`src/rtl/mem_stage_ctrl.sv`:
```
// MEM-stage controller: resolves branches/jumps into a PC redirect and runs the
// data-memory req/ack handshake with stall, timeout and alignment checking.
module mem_stage_ctrl #(
  parameter int AWIDTH  = 32,
  parameter int DWIDTH  = 32,
  parameter int TIMEOUT = 15,
  parameter int TWIDTH  = 4
) (
  input  logic              clk,
  input  logic              rst,
  input  logic              memwrin,
  input  logic              memrdin,
  input  logic              bbnein,
  input  logic              bbeqin,
  input  logic              bblezin,
  input  logic              bbgtzin,
  input  logic              jumpin,
  input  logic              zeroin,
  input  logic              negativein,
  input  logic [DWIDTH-1:0] aluoutin,
  input  logic [DWIDTH-1:0] regdata2in,
  input  logic [AWIDTH-1:0] branaddrin,
  input  logic [AWIDTH-1:0] jmpaddrin,
  output logic              dmem_req,
  output logic              dmem_we,
  output logic [AWIDTH-1:0] dmem_addr,
  output logic [DWIDTH-1:0] dmem_wdata,
  input  logic              dmem_ack,
  input  logic [DWIDTH-1:0] dmem_rdata,
  output logic [DWIDTH-1:0] rddataout,
  output logic              rdvalidout,
  output logic              stallout,
  output logic [1:0]        pcsrcout,
  output logic [AWIDTH-1:0] pctargetout,
  output logic              flushout,
  output logic              buserrout,
  output logic [1:0]        dbg_state
);

  // Memory handshake: dmem_req rises for one access and stays high, with
  // dmem_we/dmem_addr/dmem_wdata frozen, until the single-cycle dmem_ack
  // arrives or the wait budget runs out; dmem_ack is only honoured in WAIT.
  typedef enum logic [1:0] {
    S_IDLE = 2'd0,
    S_WAIT = 2'd1,
    S_DONE = 2'd2,
    S_ERR  = 2'd3
  } state_t;

  state_t            state_q;
  logic [TWIDTH-1:0] cnt_q;
  logic              rd_q;
  logic              access;
  logic              misalign;
  logic              taken;
  logic [AWIDTH-1:0] eff_addr;

  assign access   = memrdin | memwrin;
  assign misalign = access & (aluoutin[1:0] != 2'b00);
  assign eff_addr = AWIDTH'(aluoutin);
  assign dbg_state = state_q;

  always_ff @(posedge clk) begin
    if (rst) begin
      state_q    <= S_IDLE;
      cnt_q      <= '0;
      rd_q       <= 1'b0;
      dmem_req   <= 1'b0;
      dmem_we    <= 1'b0;
      dmem_addr  <= '0;
      dmem_wdata <= '0;
      rddataout  <= '0;
      rdvalidout <= 1'b0;
      buserrout  <= 1'b0;
    end else begin
      rdvalidout <= 1'b0;
      unique case (state_q)
        S_IDLE: begin
          if (misalign) begin
            buserrout <= 1'b1;
            state_q   <= S_ERR;
          end else if (access) begin
            dmem_req   <= 1'b1;
            dmem_we    <= memwrin;
            dmem_addr  <= eff_addr;
            dmem_wdata <= regdata2in;
            rd_q       <= ~memwrin;
            cnt_q      <= '0;
            state_q    <= S_WAIT;
          end
        end
        S_WAIT: begin
          if (dmem_ack) begin
            dmem_req   <= 1'b0;
            if (rd_q) rddataout <= dmem_rdata;
            rdvalidout <= rd_q;
            state_q    <= S_DONE;
          end else if (cnt_q == TWIDTH'(TIMEOUT - 1)) begin
            // Budget exhausted: this is the TIMEOUT-th request cycle without ack.
            dmem_req  <= 1'b0;
            buserrout <= 1'b1;
            rddataout <= '0;
            state_q   <= S_ERR;
          end else begin
            cnt_q <= cnt_q + 1'b1;
          end
        end
        S_DONE:  state_q <= S_IDLE;
        S_ERR:   state_q <= S_IDLE;
        default: state_q <= S_IDLE;
      endcase
    end
  end

  assign stallout = ((state_q == S_IDLE) & access) | (state_q == S_WAIT);

  assign taken = (bbeqin & zeroin) | (bbnein & ~zeroin) |
                 (bblezin & (zeroin | negativein)) |
                 (bbgtzin & ~zeroin & ~negativein);

  // Redirect only when the instruction is actually leaving MEM this cycle.
  always_comb begin
    pcsrcout    = 2'b00;
    pctargetout = '0;
    if (!stallout) begin
      if (jumpin) begin
        pcsrcout    = 2'b10;
        pctargetout = jmpaddrin;
      end else if (taken) begin
        pcsrcout    = 2'b01;
        pctargetout = branaddrin;
      end
    end
  end

  assign flushout = (pcsrcout != 2'b00);

endmodule

```
`config.mk`:
```
export PLATFORM = sky130hd
export DESIGN_NAME = mem_stage_ctrl
export DESIGN_NICKNAME = d
export VERILOG_FILES = /design/src/rtl/mem_stage_ctrl.sv
export SDC_FILE = /design/constraint.sdc
export NUM_CORES = 1
export LEC_CHECK = 0
export CAP_MARGIN = 10
export CORE_AREA = 2 2 120 122
export CTS_CLUSTER_SIZE = 30
export DETAILED_ROUTE_END_ITERATION = 8
export DIE_AREA = 0 0 122 124
export DONT_BUFFER_PORTS = 1
export GPL_ROUTABILITY_DRIVEN = 0
export SLEW_MARGIN = 15
export SYNTH_ARGS = -nofsm -noshare
export SYNTH_HDL_FRONTEND = slang
export SYNTH_SLANG_ARGS = --single-unit
```
`constraint.sdc`:
```
create_clock -name clk -period 2.1 [get_ports clk]
set_input_delay 0.42 -clock clk [delete_from_list [all_inputs] [get_ports clk]]
set_output_delay 0.42 -clock clk [all_outputs]
set_load 0.05 [all_outputs]
```
# == Word-level counts from Yosys, hierarchy flattened ==
# Cells that the tools add are included.
# word_totals
register_bits,107
# classes
add_sub_neg,1
n_eq_ne,13
mux,28
bitwise,19
n_reduce_logical,13
# op_table
op,n
32-bit two-way mux,6
4-bit two-way mux,4
2-bit two-way mux,6
2-bit inequality test (second input constant),6
1-bit two-way mux,8
4-bit case mux with 2 select lines,1
4-bit AND reduction,2
2-bit nonzero test,4
1-bit bitwise AND,7
3-bit inequality test (second input constant),2
1-bit inverter,6
1-bit OR,6
2-bit case mux with 3 select lines,1
3-bit AND reduction,2
5-bit AND reduction,1
4-bit by 1-bit adder with 4-bit output (second input constant),1
2-bit equality test (second input constant),2
4-bit equality test (second input constant),1
1-bit case mux with 2 select lines,2
3-bit OR reduction,1
2-bit by 1-bit equality test with 1-bit output (second input constant),1
2-bit logical NOT,1
2-bit by 1-bit inequality test with 1-bit output (second input constant),1
2-bit AND reduction,1
2-bit OR reduction,1

# == Depth between registers and ports, before layout ==
# Gate-level depths: netlist (run 1).
# depth
ltp_word,9
mapped_depth,8

# == Least setup slack after synthesis (run 1) ==
# No wires, ideal clock.
# synth_timing
path_type,flip-flop to output port
start,reg state_q[1] (netlist: dbg_state[1])
end,out pctargetout[22]
arrival_time_ps,2324
t_required_ps,1680
path_slack_ps,-644
stages_incl_launch_ff,6
cell_sequence,dfxtp_1 > or2_1 > inv_1 > nor2_1 > buf_2 > a22o_1
# synth_via
elab_chain_cells,4
elab_cells_between_ends,5
# synth_rtl
element,line_no,source
start: declaration,50,state_t state_q;
start signal: assignment,65,state_q <= S_IDLE;
start signal: assignment,81,state_q <= S_ERR;
start signal: assignment,89,state_q <= S_WAIT;
2-bit logical NOT,115,assign stallout = ((state_q == S_IDLE) & access) | (state_q == S_WAIT);
1-bit bitwise AND,115,
1-bit OR (*),115,
net stallout,32,"output logic stallout,"
32-bit two-way mux (*),125,if (!stallout) begin
end: declaration,34,"output logic [AWIDTH-1:0] pctargetout,"
# Mark *: on every way through the listed nets, which the timed path passes. The rest lies on a longest branch.

# == Final worst setup path (run 1) ==
# layout_timing
start,reg state_q[0] (netlist: dbg_state[0])
end,out pctargetout[31]
# layout_via
elab_chain_cells,4
elab_cells_between_ends,5
# layout_rtl
element,line_no
2-bit logical NOT,115
1-bit bitwise AND,115
1-bit OR (*),115
32-bit two-way mux (*),125
# Every way passes the cells marked *; elsewhere a longest branch is shown, timed or not.

==> impl_metrics.py, run 1 <==
metrics = {
    "timing": {
        "worst-slew-pin-transition_ns": 0.663,
        "slew_headroom_pct": 55.7,
        "setup_viol": 33,
        "finalCritPeriodShare_pct": 108,
        "fin_crit_ns": 2.27,
        "finClkSkew_ns": 0.00802,
        "final-hold-violation-count": 0,
        "slew_viol_final": 0,
        "rsz0062_at_grt": "true",
        "fmax_ghz": 0.440,
        "finalWorstSetupSlack_ns": -0.175,
    },
    "worst_setup_path": {
        "reg2reg_from": "dbg_state[1]$_SDFFE_PP0P_",
        "critPathLaunch": "dbg_state[0]$_SDFFE_PP0P_",
        "worstPathRequired_ns": 1.68,
        "ff2ff_setup_slack_ns": 0.25,
        "cp_max_fo": 7,
        "timing.rr.end": "dmem_wdata[16]$_SDFFE_PP0P_",
        "cp-start-kind": "flop",
        "crit_path_end": "pctargetout[31]",
        "end_kind": "output port",
        "cp.arrival_ns": 1.85,
        "critPathKind": "reg -> out",
        "rr_worst_depth": 6,
    },
    "synth": {
        "synth-simple-area-share_pct": 23.2,
        "yosys.area.top_type": "dfxtp_1",
        "yosysMostFrequentCell": "nand2_1",
        "muxShareOfSynthArea_pct": 0.236,
        "ys_seq_area_share_pct": 50.4,
        "netlist_area_sq_mm": 0.00425,
        "synthAdderAreaFrac_pct": 0.589,
        "synth-async-reset-ratio_pct": 0,
        "yosys.area.top_type_share_pct": 50.4,
        "synth_nets": 698,
        "synthCells": 524,
        "syn-mean-instance-area_sq_um": 8.10,
        "yosys_warnings": 0,
        "synth_common_cells": "161 x nand2_1, 107 x dfxtp_1, 99 x a21oi_1",
        "synthFlopType": "dfxtp_1",
        "ys_types": 31,
        "synth-edff-count": 0,
        "synth-compound-area-share_pct": 19.9,
        "synth_top_family_by_area": "simple AND/OR/NAND/NOR gates",
        "synth_xor_area_share_pct": 0,
        "synth.ff_latch_count": 107,
        "synth_area_leaders": "dfxtp_1 50%, nand2_1 14%, a21oi_1 12%",
    },
    "routing": {
        "vias": 3794,
        "detail_route.wl_per_cell_um": 22.1,
        "avgViaCountPerCell": 5.36,
        "drtPass1Iterations": 5,
        "drc_errors": 0,
        "drt_iter0_drc": 160,
        "wirelength_mm": 15.6,
        "antenna_left": 0,
    },
    "die": {
        "std_cell_rows": 43,
        "start_util_pct": 31.0,
        "die_y_um": 124,
        "core_sq_mm": 0.0137,
        "io_pins": 310,
        "dieArea_sq_mm": 0.0151,
        "dieWidth_um": 122,
    },
    "clock_network": {
        "h-tree-depth": 3,
        "cts_tree": "done",
        "postCtsHoldBufs": 0,
        "clockBufferDepth": 2,
        "root_buffer": "clkbuf_16",
        "cts_buffers": 9,
        "clk_pin_slew_worst_paths_ns": 0.07,
        "cts.sinks": 107,
        "clk_latency_ns": 0.34,
    },
    "finish": {
        "n_fill_cell": 1369,
        "area_growth_pct": 25.3,
        "nNetsFinal": 697,
        "n_antenna_cell": 0,
        "drive_gt1_share_pct": 16.9,
        "fin_cells": 708,
    },
    "min_path": {
        "min-delay-start": "rst",
        "hold_class": "in -> reg",
    },
    "global_route": {
        "track_usage_pct": 19.2,
        "grt_max_degree": 110,
        "antenna_found_initial": 0,
        "grt_pass1_wl_mm": 21.2,
        "grt_overflow": 0,
        "grt_pass1_vias": 3661,
    },
    "outcome": {
        "status": "finished with violations",
        "violations": "setup timing",
    },
    "power_and_ir_drop": {
        "power.density_mw_per_mm2": 943,
        "ir_worst_vdd_mv": 0.431,
        "totalPowerFinal_mw": 5.01,
        "cellLeakagePower_nw": 1.89,
    },
    "placed_design": {
        "dp.cells": 682,
        "hpwl_mm": 12.0,
        "portBuffers": 0,
    },
    "flow_run": {
        "maxCapViolations": 0,
    },
}
==> worst max-delay path: stages, from the launching register on <==
cell	delay (ns)
dfxtp_4	0.34
nor3_2	0.09
or2_4	0.16
clkinvlp_4	0.12
nor3_4	0.24
buf_6	0.17
buf_12	0.12
a22o_4	0.14
buf_12	0.13
==> cells in the final DEF (no fill, tap or decap), types with 3 or more instances in the layout <==
| cell | count |
|---|---|
| nand2_1 | 161 |
| dfxtp_1 | 105 |
| a21oi_1 | 98 |
| nand3_1 | 36 |
| a22o_4 | 32 |
| buf_4 | 12 |
| clkbuf_16 | 9 |
| nor2_1 | 8 |
| buf_6 | 7 |
| buf_12 | 6 |
| a211oi_1 | 4 |
| buf_16 | 4 |
| nor3b_1 | 3 |
| nor4_1 | 3 |
==> power breakdown <==
part | switching, mW | total, mW | internal (mW)
Sequential | 0.255 | 2.35 | 2.09
Combinational | 0.498 | 0.802 | 0.304
Clock | 0.742 | 1.86 | 1.12
==> metrics by stage <==
step / hold slack (ns) / util [%] / setup TNS [ns] / instance area, sq um / worst slack [ns]
after CTS: 0.121 / 38.6 / -5.29 / 5300 / -0.191
after global routing: 0.119 / 38.8 / -7.88 / 5320 / -0.280
final: 0.141 / 38.8 / -4.37 / 5320 / -0.175
after detailed placement: 0.489 / 34.8 / -2.02 / 4780 / -0.103
after global placement: 0.487 / 34.8 / -1.68 / 4780 / -0.0969
after floorplan: 0.470 / - / -7.42 / 4550 / -0.261
==> flip-flops by register name, indices dropped and copies added (netlist names) <==
| register | cells |
|---|---|
| dmem_addr | 32 |
| dmem_wdata | 32 |
| rddataout | 32 |
| cnt_q | 4 |
| dbg_state | 2 |
| buserrout | 1 |
| dmem_req | 1 |
| dmem_we | 1 |
| rd_q | 1 |
| rdvalidout | 1 |
==> area by class of cell <==
cell class | instances | area (sq um) | share of cell area [%]
clock inverters | 4 | 77.6 | 1.46
inverters | 3 | 15.0 | 0.282
flip-flops and latches | 107 | 2150 | 40.4
clock buffers | 12 | 256 | 4.82
multi-input cells | 371 | 2170 | 40.8
repair buffers | 31 | 429 | 8.07
well taps | 180 | 225 | 4.23
==> cells by family (layout without fill, tap and decap cells) <==
family | after synthesis | after routing
AND/OR/NAND/NOR | 227 | 227
AO/OA/AOI/OAI | 141 | 141
flip-flops | 107 | 107
buffers and inverters | 46 | 50
adder cells (fa/ha/maj) | 2 | 2
multiplexers | 1 | 1
==> worst min path at each step <==
stage	endpoint	cells past startpoint	slack [ns]
2_1_floorplan	cnt_q[3]$_SDFFE_PP0P_	2	0.47
3_3_place_gp	cnt_q[3]$_SDFFE_PP0P_	2	0.49
3_5_place_dp	cnt_q[3]$_SDFFE_PP0P_	2	0.49
4_1_cts	dmem_wdata[19]$_SDFFE_PP0P_	1	0.12
5_1_grt	dmem_wdata[12]$_SDFFE_PP0P_	1	0.12
6_report	dmem_wdata[19]$_SDFFE_PP0P_	1	0.14
==> layer usage <==
layer	global-route usage, %	vias up	wire (um)
li1	-	1781	-
met1	15.9	1769	4660
met2	35.7	219	8170
met3	10.1	25	2040
met4	11.9	0	741
met5	0	-	0
==> timing repair <==
item,4_1_cts,5_1_grt
cloned,4,0
resized for setup,16,3
endpoints found under the setup margin,34,34
buffers inserted,7,1
pin swaps,27,9
No activity file was read; power rests on OpenSTA's default activity.
==> inputs of run 2 (changes only) <==
Settings changed: TNS_END_PERCENT from default to 100.
==> results of run 2 <==
Same layout as run 1: the final DEF is identical, and so are final timing and power.
==> patch, RTL diff (config.mk and constraints of run 2) <==
Reset style: asynchronous (`rst`), changed in one clocked block.
--- a/src/rtl/mem_stage_ctrl.sv
+++ b/src/rtl/mem_stage_ctrl.sv
@@ -60,7 +60,7 @@
   assign eff_addr = AWIDTH'(aluoutin);
   assign dbg_state = state_q;
 
-  always_ff @(posedge clk) begin
+  always_ff @(posedge clk or posedge rst) begin
     if (rst) begin
       state_q    <= S_IDLE;
       cnt_q      <= '0;
Function: differs if rst is asserted again (counterexample within 4 cycles, from zero or initial values and one cycle with rst high); with rst held inactive, the same outputs for 4 cycles.
==> patch against run 2 <==
  * Register-to-register slack lost 0.09 ns
  * Design area grew 21%
  * Setup slack gained 0.21 ns
  * Maximum frequency grew 10%
  * Routed wire length shrank 14%
  * Area after synthesis grew 19%
  * Count of clock-buffer cells in the layout shrank 2
  * Sequential cell count is the same
  * Critical path type unchanged
Power is not compared: it rests on default switching activity, and its combinational part moved more than twofold at a synthesized area within 25%.
==> patch: results (changes against run 2) <==
* Status: complete, no violations
* First-pass GRT wire length at 19200 um (-9.6%)
* DP HPWL at 10500 um (-12%)
* Fin Hold WS at 0.163 ns (+0.0212 ns)
* Multi-input gate count at 247 (-33%)
* Final nets at 629 (-9.8%)
* FF-to-FF End: rddataout[26]
* Max FO, Critical Path at 18 (+11)
* Post-Syn Instances at 421 (-20%)
* Worst setup path end: pctargetout[8]
* Inst Count DP at 618 (-9.4%)
* Net count after synthesis at 595 (-15%)
* Average via count per standard cell at 5.30 (-1.1%)
* Invs w/o clock at 36 (+33)
* Final Instance Area at 6410 um2 (+21%)
* ClkCell Share at 4.35% (-1.9 points)
* Hold EP: rd_q
* Synth top area cells: dfrtp_1, mux2_2, mux2i_1
* Vias in the first global route at 3680 (+0.52%)
* Async S/R FF share, synth at 100% (+100 points)
* Commonest cells post-synth: dfrtp_1, mux2_2, inv_1, nand2_1, mux2i_1
* Sequential-to-total area share from yosys stat at 52.9% (+2.4 points)
* CP max stage delay at 0.43 ns (+0.09 ns)
* Place WS at 0.234 ns (+0.338 ns)
* DRT Pass-1 Iters at 4 (-1)
* R2r worst-path depth at 5 (-1)
* Critical Path AT at 1.65 ns (-0.20 ns)
* DRT Wirelength at 13400 um (-14%)
* Filler cells at 1230 (-10%)
* Non-clk buf share at 15.1% (+7.0 points)
* Ant diodes at 2 (+2)
* Critical path's slowest cell: dfrtp_2
* Met3 wire len at 1340 um (-35%)
* Non-clk bufs at 54 (+74%)
* Dpl cell area at 6050 um2 (+27%)
* DR iter-0 viols at 183 (+14%)
* Slew margin rel. at 52.7% (-3.0 points)
* DRT met1 WL at 4400 um (-5.6%)
* Pin count of the biggest net entering global routing at 46 (-58%)
* Clkbuf count at 10 (-2)
* Reg2reg start: dbg_state[1]
* Fraction of layout cells with a size suffix above 1 at 38.3% (+21 points)
==> patch: cell count changes after synthesis, moves of 9 or more <==
cell / before / now
dfrtp_1: 0 / 107
a21oi_1: 99 / 5
dfxtp_1: 107 / 0
inv_1: 3 / 36
clkbuf_1: 23 / 14
a22o_1: 33 / 0
mux2_2: 0 / 63
nand3_1: 36 / 3
nor2b_1: 1 / 32
a32o_1: 0 / 32
nand2_1: 161 / 36
mux2i_1: 1 / 34
==> patch: repair_timing <==
item,in CTS,in global routing
resized for setup,0,3
cloned,0,1
setup buffers,3,1
hold buffers,1,0
endpoints found under the hold margin,20,0
pin swaps,1,2
setup endpoints to repair,20,33
==> patch: where the power goes <==
part / switching, mW / internal, mW
logic: 1.87 / 1.91
clock network: 0.761 / 0.820
registers: 4.00 / 2.97
==> patch: cells by family after synthesis <==
family                   share of synthesized area [%]
buffers and inverters                             6.72
multiplexers                                      20.7
AO/OA/AOI/OAI                                     9.24
adder cells (fa/ha/maj)                          0.494
AND/OR/NAND/NOR                                   9.93
flip-flops                                        52.9
